## config.mk

```make
export PLATFORM = sky130hd
export DESIGN_NAME = muldiv_ctrl
export DESIGN_NICKNAME = d
export VERILOG_FILES = /design/src/rtl/muldiv_pkg.sv /design/src/rtl/muldiv_div_iter.sv /design/src/rtl/muldiv_ctrl.sv
export SDC_FILE = /design/constraint.sdc
export NUM_CORES = 2
export LEC_CHECK = 0
export CAP_MARGIN = 20
export CORE_MARGIN = 5
export CORE_UTILIZATION = 35
export CTS_BUF_LIST = sky130_fd_sc_hd__clkbuf_4
export DETAILED_ROUTE_END_ITERATION = 7
export PLACE_DENSITY_LB_ADDON = 0.15
export SLEW_MARGIN = 5
export SYNTH_ARGS = -nofsm -noshare
export SYNTH_HDL_FRONTEND = slang
export SYNTH_SLANG_ARGS = --single-unit
```

## constraint.sdc

```tcl
create_clock -name clk -period 12.3 [get_ports clk]
set_clock_uncertainty 0.2 [all_clocks]
set_input_delay 1.23 -clock clk [delete_from_list [all_inputs] [get_ports clk]]
set_output_delay 1.23 -clock clk [all_outputs]
set_load 0.01 [all_outputs]
```

## src/rtl/muldiv_pkg.sv

```systemverilog
// Shared encodings for the HI/LO multiply/divide controller.
// The divider path is compiled in only when MULDIV_DIV_EN is defined.
package muldiv_pkg;

    typedef enum logic [2:0] {
        OP_MULT  = 3'b000,
        OP_MULTU = 3'b001,
        OP_DIV   = 3'b010,
        OP_DIVU  = 3'b011,
        OP_MTHI  = 3'b100,
        OP_MTLO  = 3'b101
    } op_e;

    typedef enum logic [1:0] {
        ST_IDLE = 2'd0,
        ST_MUL  = 2'd1,
`ifdef MULDIV_DIV_EN
        ST_DIV  = 2'd2,
`endif
        ST_WB   = 2'd3
    } state_e;

    localparam int MUL_LAT  = 2;
    localparam int DIV_ITER = 32;

    // Without the divider, DIV/DIVU fall into the illegal-op path.
    function automatic logic op_legal(input logic [2:0] op);
        logic ok;
        ok = 1'b0;
        case (op)
            OP_MULT, OP_MULTU, OP_MTHI, OP_MTLO: ok = 1'b1;
`ifdef MULDIV_DIV_EN
            OP_DIV, OP_DIVU:                     ok = 1'b1;
`endif
            default:                             ok = 1'b0;
        endcase
        return ok;
    endfunction

endpackage

```

## src/rtl/muldiv_div_iter.sv

```systemverilog
// Radix-2 restoring unsigned 32-bit divider, one quotient bit per cycle.
// Present only in builds with MULDIV_DIV_EN defined.
`ifdef MULDIV_DIV_EN
module muldiv_div_iter
    import muldiv_pkg::*;
(
    input  logic        clk,
    input  logic        rst,
    input  logic        start_i,
    input  logic        flush_i,
    input  logic [31:0] dividend_i,
    input  logic [31:0] divisor_i,
    output logic        done_o,
    output logic [31:0] quotient_o,
    output logic [31:0] remainder_o
);

    logic [31:0] quo_q, quo_d;
    logic [31:0] rem_q, rem_d;
    logic [31:0] dvs_q, dvs_d;
    logic [5:0]  cnt_q, cnt_d;
    logic        active_q, active_d;
    logic        done_q, done_d;
    logic [32:0] trial;

    // Shifted partial remainder never exceeds 2*divisor-1, so bit 32 is the borrow.
    assign trial = {rem_q, quo_q[31]} - {1'b0, dvs_q};

    always_comb begin
        quo_d    = quo_q;
        rem_d    = rem_q;
        dvs_d    = dvs_q;
        cnt_d    = cnt_q;
        active_d = active_q;
        done_d   = 1'b0;
        if (flush_i) begin
            active_d = 1'b0;
        end else if (start_i) begin
            quo_d    = dividend_i;
            rem_d    = 32'd0;
            dvs_d    = divisor_i;
            cnt_d    = 6'd0;
            active_d = 1'b1;
        end else if (active_q) begin
            if (!trial[32]) begin
                rem_d = trial[31:0];
                quo_d = {quo_q[30:0], 1'b1};
            end else begin
                rem_d = {rem_q[30:0], quo_q[31]};
                quo_d = {quo_q[30:0], 1'b0};
            end
            cnt_d = cnt_q + 6'd1;
            if (cnt_q == 6'(DIV_ITER - 1)) begin
                active_d = 1'b0;
                done_d   = 1'b1;
            end
        end
    end

    always_ff @(posedge clk or posedge rst) begin
        if (rst) begin
            quo_q    <= 32'd0;
            rem_q    <= 32'd0;
            dvs_q    <= 32'd0;
            cnt_q    <= 6'd0;
            active_q <= 1'b0;
            done_q   <= 1'b0;
        end else begin
            quo_q    <= quo_d;
            rem_q    <= rem_d;
            dvs_q    <= dvs_d;
            cnt_q    <= cnt_d;
            active_q <= active_d;
            done_q   <= done_d;
        end
    end

    assign done_o      = done_q;
    assign quotient_o  = quo_q;
    assign remainder_o = rem_q;

endmodule
`endif

```

## src/rtl/muldiv_ctrl.sv

```systemverilog
// MIPS-style HI/LO multiply/divide controller with one-cycle writeback strobe.
// Define MULDIV_DIV_EN to include DIV/DIVU; otherwise they report illegal.
module muldiv_ctrl
    import muldiv_pkg::*;
(
    input  logic        clk,
    input  logic        rst,
    input  logic        req_valid,
    output logic        req_ready,
    input  logic [2:0]  req_op,
    input  logic [31:0] req_a,
    input  logic [31:0] req_b,
    input  logic        cancel,
    input  logic [31:0] cur_hi,
    input  logic [31:0] cur_lo,
    output logic        busy,
    output logic        hilo_we,
    output logic [31:0] hilo_hi,
    output logic [31:0] hilo_lo,
    output logic        illegal
);

    state_e      state_q, state_d;
    op_e         op_q, op_d;
    logic [31:0] a_q, a_d;
    logic [31:0] b_q, b_d;
    logic [31:0] res_hi_q, res_hi_d;
    logic [31:0] res_lo_q, res_lo_d;
    logic        illegal_q, illegal_d;
    logic        accept;
    logic [63:0] a_ext, b_ext, product;

    assign req_ready = (state_q == ST_IDLE) & ~cancel;
    assign busy      = (state_q != ST_IDLE);
    assign accept    = req_valid & req_ready;
    assign illegal   = illegal_q;

    // Sign- or zero-extending to 64 bits lets one multiplier serve MULT and MULTU.
    assign a_ext   = (op_q == OP_MULT) ? {{32{a_q[31]}}, a_q} : {32'd0, a_q};
    assign b_ext   = (op_q == OP_MULT) ? {{32{b_q[31]}}, b_q} : {32'd0, b_q};
    assign product = a_ext * b_ext;

    // MTHI/MTLO pass the untouched half straight through from the live register.
    assign hilo_hi = (state_q == ST_WB && op_q == OP_MTLO) ? cur_hi : res_hi_q;
    assign hilo_lo = (state_q == ST_WB && op_q == OP_MTHI) ? cur_lo : res_lo_q;

`ifdef MULDIV_DIV_EN
    logic        dz_q, dz_d;
    logic        negq_q, negq_d;
    logic        negr_q, negr_d;
    logic        div_start, div_flush, div_done;
    logic        sgn_div;
    logic [31:0] mag_a, mag_b, div_quo, div_rem;

    assign sgn_div = (req_op == OP_DIV);
    assign mag_a   = (sgn_div && req_a[31]) ? -req_a : req_a;
    assign mag_b   = (sgn_div && req_b[31]) ? -req_b : req_b;

    muldiv_div_iter u_div (
        .clk         (clk),
        .rst         (rst),
        .start_i     (div_start),
        .flush_i     (div_flush),
        .dividend_i  (mag_a),
        .divisor_i   (mag_b),
        .done_o      (div_done),
        .quotient_o  (div_quo),
        .remainder_o (div_rem)
    );
`endif

    always_comb begin
        state_d   = state_q;
        op_d      = op_q;
        a_d       = a_q;
        b_d       = b_q;
        res_hi_d  = res_hi_q;
        res_lo_d  = res_lo_q;
        illegal_d = 1'b0;
        hilo_we   = 1'b0;
`ifdef MULDIV_DIV_EN
        dz_d      = dz_q;
        negq_d    = negq_q;
        negr_d    = negr_q;
        div_start = 1'b0;
        div_flush = 1'b0;
`endif
        case (state_q)
            ST_IDLE: begin
                if (accept) begin
                    if (!op_legal(req_op)) begin
                        illegal_d = 1'b1;
                    end else begin
                        op_d = op_e'(req_op);
                        a_d  = req_a;
                        b_d  = req_b;
                        case (op_e'(req_op))
                            OP_MULT, OP_MULTU: state_d = ST_MUL;
                            OP_MTHI: begin
                                res_hi_d = req_a;
                                state_d  = ST_WB;
                            end
                            OP_MTLO: begin
                                res_lo_d = req_a;
                                state_d  = ST_WB;
                            end
`ifdef MULDIV_DIV_EN
                            OP_DIV, OP_DIVU: begin
                                state_d = ST_DIV;
                                dz_d    = (req_b == 32'd0);
                                negq_d  = sgn_div & (req_a[31] ^ req_b[31]);
                                negr_d  = sgn_div & req_a[31];
                                if (req_b == 32'd0) begin
                                    res_lo_d = 32'hFFFF_FFFF;
                                    res_hi_d = req_a;
                                end else begin
                                    div_start = 1'b1;
                                end
                            end
`endif
                            default: state_d = ST_IDLE;
                        endcase
                    end
                end
            end
            ST_MUL: begin
                if (cancel) begin
                    state_d = ST_IDLE;
                end else begin
                    res_hi_d = product[63:32];
                    res_lo_d = product[31:0];
                    state_d  = ST_WB;
                end
            end
`ifdef MULDIV_DIV_EN
            // Divide-by-zero results were loaded at acceptance; just wait one cycle.
            ST_DIV: begin
                if (cancel) begin
                    state_d   = ST_IDLE;
                    div_flush = 1'b1;
                end else if (dz_q) begin
                    state_d = ST_WB;
                end else if (div_done) begin
                    res_lo_d = negq_q ? -div_quo : div_quo;
                    res_hi_d = negr_q ? -div_rem : div_rem;
                    state_d  = ST_WB;
                end
            end
`endif
            ST_WB: begin
                hilo_we = ~cancel;
                state_d = ST_IDLE;
            end
            default: state_d = ST_IDLE;
        endcase
    end

    always_ff @(posedge clk or posedge rst) begin
        if (rst) begin
            state_q   <= ST_IDLE;
            op_q      <= OP_MULT;
            a_q       <= 32'd0;
            b_q       <= 32'd0;
            res_hi_q  <= 32'd0;
            res_lo_q  <= 32'd0;
            illegal_q <= 1'b0;
        end else begin
            state_q   <= state_d;
            op_q      <= op_d;
            a_q       <= a_d;
            b_q       <= b_d;
            res_hi_q  <= res_hi_d;
            res_lo_q  <= res_lo_d;
            illegal_q <= illegal_d;
        end
    end

`ifdef MULDIV_DIV_EN
    always_ff @(posedge clk or posedge rst) begin
        if (rst) begin
            dz_q   <= 1'b0;
            negq_q <= 1'b0;
            negr_q <= 1'b0;
        end else begin
            dz_q   <= dz_d;
            negq_q <= negq_d;
            negr_q <= negr_d;
        end
    end
`endif

endmodule
```

Word level (Yosys, flattened, before mapping)
Index checks and enable logic that the tools add are counted.
Storage, ports and cells
  word-level logic and storage cells: 63
  output and inout port bits: 68
  input port bits: 135
  register bits after elaboration: 134
Operators by class
  multiplexer cells: 26
  eq/ne operators: 12
  reduce and logical (&&, ||, !) cells: 14
  $mul: 1
  bitwise logic cells: 3
Operator list (number)
  32-bit two-way mux: 10
  64-bit two-way mux: 2
  32-bit case mux with 2 select lines: 2
  64-bit by 64-bit multiplier with 64-bit output: 1
  3-bit equality test, second input constant: 4
  5-bit AND reduction: 2
  2-bit case mux with 2 select lines: 2
  1-bit two-way mux: 7
  3-bit zero test: 2
  2-bit two-way mux: 3
  2-bit by 1-bit inequality test with 1-bit output, second input constant: 3
  2-bit inequality test, second input constant: 2
  2-bit nonzero test: 2
  2-bit OR reduction: 2
  4-bit OR reduction: 1
  3-bit by 1-bit equality test with 1-bit output, second input constant: 1
  3-bit AND reduction: 1
  1-bit AND: 2
  2-bit by 1-bit equality test with 1-bit output, second input constant: 1
  2-bit equality test, second input constant: 1
  1-bit logical AND: 2
  2-bit zero test: 1
  2-bit AND reduction: 1
  1-bit NOT: 1

Longest topological paths before layout
  depth after elaboration: 8
  mapped depth: 37
  depth with buffers taken out: 35

Worst setup path after synthesis
Ideal clock, no wire load.
  kind: flip-flop to flip-flop
  start: register op_q[0]
  end: register res_hi_q[31]
  setup slack: 2.832 ns
  buffers on the path: 3
  data required time: 11.969 ns
  arrival time: 9.137 ns
  setup time: 0.131 ns
  stages on the path, launching flop included: 33
  clock period less this slack: 9.468 ns
  path through: dfrtp_1 nor3_2 and2_1 buf_2 clkbuf_1 nand2_1 fa_1 inv_1 fa_1 fa_1 inv_1 fa_1 inv_1 fa_1 fa_1 fa_1 fa_1 fa_1 inv_1 fa_1 inv_1 ha_1 clkbuf_1 a21oi_1 o21bai_1 a21oi_1 nor2b_1 o211ai_1 nand2_1 a21o_1 a21o_1 a221oi_1 nand3_1
On the way
  cells in the longest elaborated chain, start to end: 5
  elaborated cells on any way between the ends: 6
  classes of those cells: mul: 1; mux: 4; reduce/logical: 1
Ends and longest elaborated chain
  start: declaration: line muldiv_ctrl.sv:24  | op_e op_q, op_d;
  start signal: assignment: line muldiv_ctrl.sv:169  | op_q <= op_d;
  3-bit zero test *: line muldiv_ctrl.sv:39, muldiv_ctrl.sv:40
  64-bit two-way mux (on tied branches): line muldiv_ctrl.sv:39, muldiv_ctrl.sv:40
  64-bit by 64-bit multiplier with 64-bit output *: line muldiv_ctrl.sv:41  | assign product = a_ext * b_ext;
  32-bit two-way mux *: line muldiv_ctrl.sv:127  | if (cancel) begin
  32-bit case mux with 2 select lines *: line muldiv_ctrl.sv:88  | case (state_q)
  end signal: assignment: line muldiv_ctrl.sv:172  | res_hi_q <= res_hi_d;
  end: declaration: line muldiv_ctrl.sv:27  | logic [31:0] res_hi_q, res_hi_d;
Mark *: on every way between the ends. The rest lies on a longest branch, timed or not. The select of a mux whose other input is x is not followed.
A chain may end at the register's enable or synchronous reset.

Final worst setup path
  start: register op_q[0]
  end: register res_hi_q[30]
Same word-level chain as after synthesis.

==> results.yml <==
synthesis:
  ys_seq_area_share_pct: 6.24
  ys_top_cells_by_area: "fa_1 53%, inv_1 11%, ha_1 7.2%"
  post-synth-top-area-cell: "fa_1"
  synthesis.area_sq_mm: 0.0537
  async_flop_share_pct: 100
  synth.distinct_cells: 76
  synthCells: 5658
  synthDominantCellAreaShare_pct: 52.9
  yosysWarnings: 0
  synthFlopType: "dfrtp_1"
  synth_seq_cells: 134
  syn_nets: 7520
  syn_avg_cell_area_sq_um: 9.50
  synth-edff-count: 0
cells_and_area:
  area_growth_pct: 8.38
  nets: 7546
  seq_area_sq_mm: 0.00336
  multiInputGateArea_sq_mm: 0.0436
  fin_cells: 7734
  fill_cells: 15461
  drive_above_1_share_pct: 5.32
sta:
  fmax_mhz: 94.4
  final_hold_viol_count: 0
  period_share_pct: 86.1
  tns_ns: 0
  grt_setup_unrepaired: "no"
  setup_viol: 0
  worstMarginPinSlew_ns: 1.14
  period_minus_slack_ns: 10.59
  drv_slew: 0
  relSlewSlack_pct: 24.2
cts:
  cts_buffers: 17
  insertion_delay_ns: 0.83
  clkTransAtPathRegs_ns: 0.17
  clk_path_buf_depth: 2
  post_cts_buffers: 0
  post_cts_resize_count: 0
  cts.sinks: 134
  h-tree-depth: 4
  hold_buffers: 0
  cts_tree: "yes"
  root_buffer: "clkbuf_4"
setup_path:
  slowest_stage: "fa_1"
  r2r_slack_ns: 1.71
  required_ns: 12.82
  crit_arrival_ns: 11.12
  crit_top_cell: "fa_1"
  startpoint: "op_q[0]$_DFFE_PP0P_"
  critPathBufInv: 5
  cpPeakStageDelay_ns: 0.88
  setup.worst_path.end: "res_hi_q[30]$_DFFE_PP0P_"
  criticalPathCategory: "reg2reg"
  worst-r2r-cell-count: 28
  cp_top_family: "adder cells"
  critical_path.endpoint_type: "flop"
  worst_setup_path_start_kind: "flop"
  r2r_start: "op_q[0]$_DFFE_PP0P_"
  crit_cells: 28
  reg2reg_to: "res_hi_q[30]$_DFFE_PP0P_"
  critPathMaxFanout: 15
grt:
  antenna_found_initial: 16
  grt_pass1_wl_um: 270000
  grt_max_degree: 83
  grt_pass1_vias: 42910
  grt_use_total_pct: 22.2
  gr-total-overflow: 0
place:
  post-dp-hpwl_um: 146000
  portBuffers: 202
  dpl.cell_count: 7695
  place_congestion: 0.948
detailed_routing:
  via_count: 37409
  ant_nets: 0
  drtPass1Iterations: 5
  drc: 0
  wl_um: 174000
  drtIter0Drc: 1930
  vias_per_cell: 4.84
  wire_per_inst_um: 22.5
floorplanning:
  fp.dieH_um: 402
  rows: 143
  dieArea_sq_mm: 0.162
  chipWidth_um: 402
  pin_count: 203
  start_util_pct: 35.3
  coreArea_sq_mm: 0.152
worst_hold_path:
  hp-start: "res_lo_q[7]$_DFFE_PP0P_"
  hold_path_class: "reg2reg"
run_status:
  status: "finished clean"
job:
  max_cap_viol_count: 0
## worst reg2reg max path, delay by kind of cell (launching register included)
family | cells | cell delay (ns)
flops | 1 | 0.48
buf+inv | 5 | 0.61
mux | 1 | 0.31
simple gates | 7 | 1.83
fa+ha+maj | 11 | 6.10
compound gates | 4 | 1.03
## worst min-delay path by stage
| stage | end | slack, ns | cells past startpoint |
|---|---|---|---|
| floorplan | res_hi_q[18]$_DFFE_PP0P_ | 0.24 | 2 |
| global placement | res_lo_q[10]$_DFFE_PP0P_ | 0.27 | 2 |
| detailed placement | res_lo_q[7]$_DFFE_PP0P_ | 0.27 | 2 |
| CTS | res_lo_q[7]$_DFFE_PP0P_ | 0.30 | 2 |
| global route | res_lo_q[7]$_DFFE_PP0P_ | 0.33 | 2 |
| finish | res_lo_q[7]$_DFFE_PP0P_ | 0.30 | 2 |
## sequential cells by signal, indices dropped and copies added, names as in the netlist
name / count
a_q: 32
b_q: 32
res_hi_q: 32
res_lo_q: 32
op_q: 3
state_q: 2
illegal: 1
## routing by layer
metal,vias up,track usage [%],routed length (um)
met5,-,0,0
met4,0,5.73,4950
met3,203,2.73,7220
met2,824,41.2,92200
met1,20053,27.3,69600
li1,16329,-,-
## layout by cell type, fill, tap and decap left out, types with 6 or more instances in the layout
master | synthesis | layout
clkdlybuf4s50_1 | 0 | 202
xor2_1 | 26 | 26
diode_2 | 0 | 8
buf_4 | 1 | 93
xnor2_1 | 91 | 91
o21bai_1 | 17 | 17
and3_1 | 34 | 34
o21a_1 | 6 | 6
a211oi_1 | 8 | 8
clkbuf_4 | 0 | 17
nand4_1 | 13 | 13
inv_1 | 1515 | 1514
ha_1 | 308 | 308
nor3_1 | 19 | 18
nor2b_1 | 7 | 6
o21ai_0 | 72 | 72
nand2_1 | 789 | 786
fa_1 | 1419 | 1419
a21o_1 | 32 | 32
dfrtp_2 | 0 | 7
mux2_2 | 132 | 132
nand3_1 | 18 | 18
a31oi_1 | 10 | 10
o21ai_1 | 14 | 13
and2_1 | 408 | 408
nor2_1 | 75 | 75
a21oi_1 | 120 | 120
o221ai_1 | 6 | 6
dfrtp_1 | 134 | 127
## cells by family after synthesis
family	Yosys count	share of synthesized area (%)
mux	138	2.89
simple gates	1390	12.1
xor+xnor	117	1.91
flops	134	6.24
fa+ha+maj	1729	60.1
buf+inv	1805	12.6
compound gates	345	4.16
## synth_stat cells, types with 7 or more instances
cell type	instances
inv_1	1515
xnor2_1	91
a211oi_1	8
and3_1	34
a31oi_1	10
xor2_1	26
fa_1	1419
nand3_1	18
dfrtp_1	134
o21ai_0	72
o21ai_1	14
buf_1	11
ha_1	308
nand2_1	789
a21o_1	32
nor3_1	19
nor2_1	75
o21bai_1	17
clkbuf_1	272
a21oi_1	120
and2_1	408
mux2_2	132
nor2b_1	7
nand4_1	13
## area by class of cell
type	instances	share of cell area, %
clock inverters	14	0.204
inverters	1515	9.77
multi-input cells	3719	74.9
repair buffers	297	4.71
diodes	8	0.0344
well taps	2030	4.36
clock buffers	17	0.219
flip-flops and latches	134	5.77
## per-stage QoR
| stage | hold WS (ns) | area [sq um] | util [%] | worst slack [ns] |
|---|---|---|---|---|
| 2_1_floorplan | 0.243 | 53700 | - | 2.83 |
| 3_3_place_gp | 0.270 | 58000 | 38.1 | 1.67 |
| 3_5_place_dp | 0.272 | 58000 | 38.1 | 1.71 |
| 4_1_cts | 0.304 | 58200 | 38.2 | 1.63 |
| 5_1_grt | 0.331 | 58200 | 38.3 | 1.25 |
| 6_report | 0.303 | 58300 | 38.3 | 1.71 |
Power is left out: the tool's default activity adds up to more than one toggle a clock period on the data nets, which glitch-free logic cannot reach.
